==> config.mk <==
export PLATFORM = sky130hd
export DESIGN_NAME = ram_uart_dump_flat
export DESIGN_NICKNAME = d
export VERILOG_FILES = /design/src/rtl/ram_uart_dump_if.sv /design/src/rtl/ram_uart_dump.sv /design/src/flat_wrapper.sv
export SDC_FILE = /design/constraint.sdc
export NUM_CORES = 1
export LEC_CHECK = 0
export BUFFER_PORTS_ARGS = -buffer_cell sky130_fd_sc_hd__buf_2
export CORE_UTILIZATION = 55
export CTS_BUF_LIST = sky130_fd_sc_hd__clkbuf_8
export CTS_CLUSTER_DIAMETER = 40
export DETAILED_ROUTE_END_ITERATION = 12
export PLACE_DENSITY = 0.74
export SETUP_SLACK_MARGIN = 0.3
export SLEW_MARGIN = 15
export SYNTH_ARGS = -nofsm -noshare
export SYNTH_HDL_FRONTEND = slang
export SYNTH_SLANG_ARGS = --single-unit
export TNS_END_PERCENT = 50
==> constraint.sdc <==
create_clock -name clk -period 4.5 [get_ports clk]
set_input_delay 0.45 -clock clk [delete_from_list [all_inputs] [get_ports clk]]
set_output_delay 0.45 -clock clk [all_outputs]
set_load 0.05 [all_outputs]
==> src/rtl/ram_uart_dump_if.sv <==
// ram_uart_dump_if
// Read port of the 16 x 8 byte RAM as seen by the UART dump engine.
//   rd_addr : 4-bit read address (dump -> RAM)
//   rd_en   : one-cycle read strobe (dump -> RAM)
//   rd_data : read data, valid the cycle after rd_en (RAM -> dump)
// master modport belongs to the dump engine, slave modport to the RAM.
interface ram_uart_dump_if;
  logic [3:0] rd_addr;
  logic       rd_en;
  logic [7:0] rd_data;

  modport master (output rd_addr, output rd_en, input rd_data);
  modport slave  (input rd_addr, input rd_en, output rd_data);
endinterface

==> src/rtl/ram_uart_dump.sv <==
// ram_uart_dump
// On a start request, reads the 16 RAM bytes and sends them out on an 8N1
// UART line, LSB first. The frame is: sync byte 0xA5, RAM[0..15], then the
// 8-bit modulo-256 sum of the 16 data bytes. The 18 byte slots follow each
// other with no idle gap.
// Ports:
//   clk   : system clock, rising edge
//   rst   : synchronous active-high reset
//   start : dump request, only honoured in IDLE
//   ram   : RAM read port (master side of ram_uart_dump_if)
//   tx    : UART serial output, idle high
//   busy  : high while a dump is in progress
//   done  : one-cycle pulse after the final stop bit
module ram_uart_dump #(
  parameter int CLK_FREQ  = 27,
  parameter int UART_FREQ = 115200
) (
  input  logic            clk,
  input  logic            rst,
  input  logic            start,
  ram_uart_dump_if.master ram,
  output logic            tx,
  output logic            busy,
  output logic            done
);

  localparam int BIT_CYCLES = CLK_FREQ * 1000000 / UART_FREQ;
  localparam int BAUD_W     = (BIT_CYCLES > 1) ? $clog2(BIT_CYCLES) : 1;
  localparam logic [BAUD_W-1:0] BAUD_LAST = BAUD_W'(BIT_CYCLES - 1);
  localparam logic [7:0] SYNC_BYTE      = 8'hA5;
  localparam logic [4:0] CSUM_SLOT_PREV = 5'd16;
  localparam logic [4:0] LAST_SLOT      = 5'd17;
  localparam logic [4:0] LAST_READ_PREV = 5'd15;
  localparam logic [3:0] LAST_DATA_BIT  = 4'd8;
  localparam logic [3:0] STOP_BIT       = 4'd9;

  typedef enum logic [1:0] {
    ST_IDLE = 2'd0,
    ST_SEND = 2'd1,
    ST_DONE = 2'd2
  } state_e;

  // Running checksum step: 8-bit add naturally wraps modulo 256.
  function automatic logic [7:0] csum_add(input logic [7:0] acc, input logic [7:0] data);
    return acc + data;
  endfunction

  state_e            state_r, state_s;
  logic [BAUD_W-1:0] baud_r, baud_s;
  logic [3:0]        bit_r, bit_s;      // 0 = start, 1..8 = data, 9 = stop
  logic [4:0]        slot_r, slot_s;    // 0 = sync, 1..16 = data, 17 = checksum
  logic [7:0]        cur_r, cur_s;      // byte currently on the line
  logic [7:0]        next_r, next_s;    // prefetched byte for the following slot
  logic [7:0]        csum_r, csum_s;
  logic              cap_r, cap_s;      // rd_data is valid this cycle
  logic              tx_r, tx_s;
  logic              busy_r, busy_s;
  logic              done_r, done_s;
  logic              rd_en_r, rd_en_s;
  logic [3:0]        rd_addr_r, rd_addr_s;

  // Next-state and next-output logic for the dump sequencer.
  always_comb begin
    state_s   = state_r;
    baud_s    = baud_r;
    bit_s     = bit_r;
    slot_s    = slot_r;
    cur_s     = cur_r;
    next_s    = next_r;
    csum_s    = csum_r;
    cap_s     = rd_en_r;
    tx_s      = tx_r;
    busy_s    = busy_r;
    done_s    = 1'b0;
    rd_en_s   = 1'b0;
    rd_addr_s = rd_addr_r;

    // A read issued last cycle returns its byte now.
    if (cap_r) begin
      next_s = ram.rd_data;
      csum_s = csum_add(csum_r, ram.rd_data);
    end else begin
      next_s = next_r;
    end

    case (state_r)
      ST_IDLE: begin
        tx_s   = 1'b1;
        busy_s = 1'b0;
        if (start) begin
          state_s   = ST_SEND;
          baud_s    = '0;
          bit_s     = 4'd0;
          slot_s    = 5'd0;
          cur_s     = SYNC_BYTE;
          csum_s    = 8'h00;
          tx_s      = 1'b0;
          busy_s    = 1'b1;
          rd_en_s   = 1'b1;
          rd_addr_s = 4'd0;
        end else begin
          state_s = ST_IDLE;
        end
      end

      ST_SEND: begin
        if (baud_r == BAUD_LAST) begin
          baud_s = '0;
          if (bit_r == STOP_BIT) begin
            if (slot_r == LAST_SLOT) begin
              state_s = ST_DONE;
              tx_s    = 1'b1;
              busy_s  = 1'b0;
              done_s  = 1'b1;
            end else begin
              // Next slot starts immediately; its start bit also issues the
              // read for the byte that follows it.
              slot_s = slot_r + 5'd1;
              bit_s  = 4'd0;
              tx_s   = 1'b0;
              cur_s  = (slot_r == CSUM_SLOT_PREV) ? csum_r : next_r;
              if (slot_r < LAST_READ_PREV) begin
                rd_en_s   = 1'b1;
                rd_addr_s = slot_r[3:0] + 4'd1;
              end else begin
                rd_en_s = 1'b0;
              end
            end
          end else begin
            bit_s = bit_r + 4'd1;
            tx_s  = (bit_r == LAST_DATA_BIT) ? 1'b1 : cur_r[bit_r[2:0]];
          end
        end else begin
          baud_s = baud_r + BAUD_W'(1);
        end
      end

      ST_DONE: begin
        state_s = ST_IDLE;
        tx_s    = 1'b1;
        busy_s  = 1'b0;
      end

      default: begin
        state_s = ST_IDLE;
        tx_s    = 1'b1;
        busy_s  = 1'b0;
      end
    endcase
  end

  // State and output registers with synchronous reset.
  always_ff @(posedge clk) begin
    if (rst) begin
      state_r   <= ST_IDLE;
      baud_r    <= '0;
      bit_r     <= 4'd0;
      slot_r    <= 5'd0;
      cur_r     <= 8'h00;
      next_r    <= 8'h00;
      csum_r    <= 8'h00;
      cap_r     <= 1'b0;
      tx_r      <= 1'b1;
      busy_r    <= 1'b0;
      done_r    <= 1'b0;
      rd_en_r   <= 1'b0;
      rd_addr_r <= 4'd0;
    end else begin
      state_r   <= state_s;
      baud_r    <= baud_s;
      bit_r     <= bit_s;
      slot_r    <= slot_s;
      cur_r     <= cur_s;
      next_r    <= next_s;
      csum_r    <= csum_s;
      cap_r     <= cap_s;
      tx_r      <= tx_s;
      busy_r    <= busy_s;
      done_r    <= done_s;
      rd_en_r   <= rd_en_s;
      rd_addr_r <= rd_addr_s;
    end
  end

  assign tx          = tx_r;
  assign busy        = busy_r;
  assign done        = done_r;
  assign ram.rd_en   = rd_en_r;
  assign ram.rd_addr = rd_addr_r;

endmodule

==> src/flat_wrapper.sv <==
// flat-port wrapper written by rule: the top's interface ports become plain ports
module ram_uart_dump_flat 
#(
  parameter int CLK_FREQ  = 27,
  parameter int UART_FREQ = 115200
)
  (clk, rst, start, tx, busy, done, ram_rd_addr, ram_rd_en, ram_rd_data);
  ram_uart_dump_if ram_i ();
  input  logic clk;
  input  logic rst;
  input  logic start;
  output logic tx;
  output logic busy;
  output logic done;
  output wire logic [$bits(ram_i.rd_addr)-1:0] ram_rd_addr;
  output wire logic [$bits(ram_i.rd_en)-1:0] ram_rd_en;
  input wire logic [$bits(ram_i.rd_data)-1:0] ram_rd_data;
  assign ram_rd_addr = ram_i.rd_addr;
  assign ram_rd_en = ram_i.rd_en;
  assign ram_i.rd_data = ram_rd_data;
  ram_uart_dump #(.CLK_FREQ(CLK_FREQ), .UART_FREQ(UART_FREQ)) u_core (.clk(clk), .rst(rst), .start(start), .ram(ram_i), .tx(tx), .busy(busy), .done(done));
endmodule
==> results summary <==
The flow ran to the end, and the final reports show no timing, DRC or antenna violations. The total nets after synthesis came out at 319. The global routing usage on met1 is 0.305. In this run the worst hold path is classified as in2reg.

The final weighted congestion of routability-driven global placement came out at 0.807. Clock latency on the worst-skew pair, taken at its later pin, is 0.30 ns. The sum of negative setup slack is 0 ns. For the worst flop-to-flop path, the logic depth is 6.

The total routing resource utilization after global routing came out at 0.223. The worst setup path is of the reg2reg kind. Counting instances, the worst hold path has a depth of 3.

The detailed-routing iteration count for the pre-antenna-repair pass is 6. The minimum clock period came out at 2.37 ns. The area overhead of the layout relative to synthesis is 7.33%.

The I/O pin total came out at 19. The kind of launch point of the worst setup path is a register. During placement, the flow inserted port buffers numbering 18. Setup violations remaining at the end of the flow were counted as 0. Across the VDD grid, the largest voltage drop is 177 µV. The layer flagged by global routing as most heavily used is met2. The worst pin sits at a relative slew slack of 0.353. The ratio of routed vias to standard cells is 5.67. After the last flow step, the layout net total stands at 332. The count of hold buffers inserted by post-cts repair is 0. Setup repair after global routing left no endpoint under its margin. The number of buffers added for setup after CTS is 0. TritonCTS built the clock tree.

The die area came out at 5060 µm². A synthesized cell averages 9.00 µm². CTS placed an instance of sky130_fd_sc_hd__clkbuf_8 at the clock tree root. The post-synthesis instance total came out at 292. The share of flip-flops with an asynchronous set or reset after synthesis is 0. The wire length of the first global-routing pass came out at 8870 µm. The number of gates resized after CTS was 0.

For the worst setup path, the data arrival time is 2.60 ns. The DRC violations left is 0. The power per standard cell area came out at 304 nW/µm².

The number of antenna violations at the first check in global routing was 0. The total of warnings raised by yosys is 0. The total detailed-routing wirelength is 4950 µm. At the pin with the least slew margin, the transition time is 0.969 ns. The total via count after detailed routing came out at 2,030. The area inside the core boundary came out at 4470 µm². The antenna violation net count after detailed routing is 0. The number of antenna repair diodes came out at 0. The share of cells above drive strength 1 is 0.124. For this run, global-route usage on met2 was measured as 0.357.

In this run the cell area of the synthesized design comes to 2630 µm². After detailed routing, the average wire length per cell comes to 13.8 µm. The count of flip-flops with a built-in enable after synthesis came out at 0. The maximum fanout count along the critical path came out at 8. The sequential cell area fraction in the yosys report came out at 0.389. The pre-CTS setup slack is 2.18 ns. The post-detailed-placement half-perimeter wirelength came out at 3620 µm. The global-route met3 utilization came out at 0.0427. The leakage dissipation is 1.14 nW. The post-route clock skew came out at 0.00382 ns. The clock sink count is 51.

The final-report hold violation count is 0. The initial core utilization came out at 0.587. Setup slack closes at 2.13 ns. The commonest non-fill, non-tap cell in the layout is sky130_fd_sc_hd__dfxtp_1. Leaving out fill and tap cells, the most frequent cells in the layout are 51 x sky130_fd_sc_hd__dfxtp_1, 48 x sky130_fd_sc_hd__nor2_1, 22 x sky130_fd_sc_hd__nand2_1, 22 x sky130_fd_sc_hd__mux2i_1, 18 x sky130_fd_sc_hd__buf_2. Entering global routing, the biggest net connects 37 pins. The number of max-slew violations in the final report came out at 0. The vertical die dimension came out at 71.1 µm. The number of buffers created by CTS is 5. The number of register bits inferred by synthesis came out at 51. The top flip-flop cell by instance count after synthesis is sky130_fd_sc_hd__dfxtp_1. After clock tree synthesis, the clock-pin slew on the worst setup and hold paths is 0.09 ns. The number of max-capacitance violations reported came out at 0. The initialized floorplan defines 24 standard-cell rows. The critical path data required time is 4.73 ns. The maximum level of the CTS H-tree came out at 2. The maximum frequency from static timing analysis came out at 423 MHz. The number of global-route vias before repair is 1,972. The maximum root-to-sink buffer count is 2. The first-iteration detailed-routing DRC count came out at 121. The element type at the critical path end is a register. The fraction of the cycle the final worst path needs is 0.526.

The count of distinct cell types in the synthesized netlist came out at 44. The die is 71.1 µm wide. The remaining global-route overflow came out at 0.
area by class of cell:
type | count | area (µm²)
sequential | 51 | 1020
fill | 386 | 1650
inverter | 8 | 30.0
clock buffer | 5 | 68.8
multi-input combinational | 220 | 1530
clock inverter | 3 | 12.5
tap | 52 | 65.1
timing repair buffer | 19 | 97.6
per-stage QoR:
stage               hold slack (ns)  std cells   util  instance area [µm²]  total power, mW
floorplan                     0.456        292      -                 2630            0.590
global placement              0.450        350  0.612                 2740            0.616
detailed placement            0.455        350  0.612                 2740            0.619
CTS                           0.405        358  0.630                 2820            0.866
global route                  0.407        358  0.630                 2820            0.899
finish                        0.410        358  0.630                 2820            0.857
final timing paths:
check / to / slack (ns) / from
max: u_core.cur_r[1] / 2.13 / u_core.bit_r[0]
min: u_core.next_r[7] / 0.41 / ram_rd_data[7]
max reg2reg: u_core.cur_r[1] / 2.13 / u_core.bit_r[0]
min reg2reg: u_core.cap_r / 0.47 / u_core.ram.rd_en
cell usage after synthesis (2+ instances only):
master	instances	area, µm²
sky130_fd_sc_hd__o211ai_1	3	22.5
sky130_fd_sc_hd__nor4bb_1	2	20.0
sky130_fd_sc_hd__mux4_2	2	45.0
sky130_fd_sc_hd__a211oi_1	8	60.1
sky130_fd_sc_hd__buf_1	2	7.51
sky130_fd_sc_hd__nor3_1	3	15.0
sky130_fd_sc_hd__nand4_1	4	25.0
sky130_fd_sc_hd__mux2_2	4	45.0
sky130_fd_sc_hd__mux2i_1	22	220
sky130_fd_sc_hd__a21o_1	4	30.0
sky130_fd_sc_hd__nand3_1	7	35.0
sky130_fd_sc_hd__or3_1	4	25.0
sky130_fd_sc_hd__o21ai_0	10	50.1
sky130_fd_sc_hd__a22oi_1	4	30.0
sky130_fd_sc_hd__or2_2	2	12.5
sky130_fd_sc_hd__clkbuf_1	9	33.8
sky130_fd_sc_hd__dfxtp_1	51	1020
sky130_fd_sc_hd__inv_1	8	30.0
sky130_fd_sc_hd__nand3b_1	4	30.0
sky130_fd_sc_hd__and3_1	5	31.3
sky130_fd_sc_hd__ha_1	15	188
sky130_fd_sc_hd__nand2_1	22	82.6
sky130_fd_sc_hd__xor2_1	8	70.1
sky130_fd_sc_hd__nor2b_1	4	25.0
sky130_fd_sc_hd__a21oi_1	13	65.1
sky130_fd_sc_hd__xnor2_1	6	52.6
sky130_fd_sc_hd__a21oi_2	2	17.5
sky130_fd_sc_hd__nor2_1	48	180
sequential cells by signal, summed over array words and instances (netlist names):
name / count
u_core.baud_r: 8
u_core.bit_r: 4
u_core.busy: 1
u_core.cap_r: 1
u_core.csum_r: 8
u_core.cur_r: 8
u_core.done: 1
u_core.next_r: 8
u_core.ram.rd_addr: 4
u_core.ram.rd_en: 1
u_core.slot_r: 5
u_core.state_r: 1
u_core.tx: 1
worst max-delay path, cell delays in order, from the launching register on:
cell                       delay [ns]
sky130_fd_sc_hd__dfxtp_1         0.47
sky130_fd_sc_hd__ha_1            0.23
sky130_fd_sc_hd__nand3b_1        0.13
sky130_fd_sc_hd__or3_1           0.43
sky130_fd_sc_hd__nor3_1          0.76
sky130_fd_sc_hd__a22oi_1         0.15
sky130_fd_sc_hd__nor2_1          0.13
routing by layer:
| metal | wire length, µm | vias up |
|---|---|---|
| li1 | - | 1049 |
| met1 | 2510 | 943 |
| met2 | 2240 | 32 |
| met3 | 128 | 6 |
| met4 | 66 | 0 |
| met5 | 0 | - |
kinds of logic (layout without fill, tap and decap cells):
family                   Yosys count  after routing  synth area share
AO/OA/AOI/OAI                     49             49             0.120
XOR/XNOR                          14             14            0.0467
adder cells (fa/ha/maj)           16             16            0.0790
buffers and inverters             21             35            0.0333
flip-flops                        51             51             0.389
multiplexers                      28             28             0.118
AND/OR/NAND/NOR                  113            113             0.214
where the power goes:
group	internal [mW]	total, mW	switching (mW)	leakage (nW)
Sequential	0.468	0.485	0.0174	0.414
Combinational	0.0475	0.123	0.0756	0.679
Clock	0.105	0.249	0.144	0.0505
Total	0.620	0.857	0.237	1.14
(Power assumes the default switching activity.)
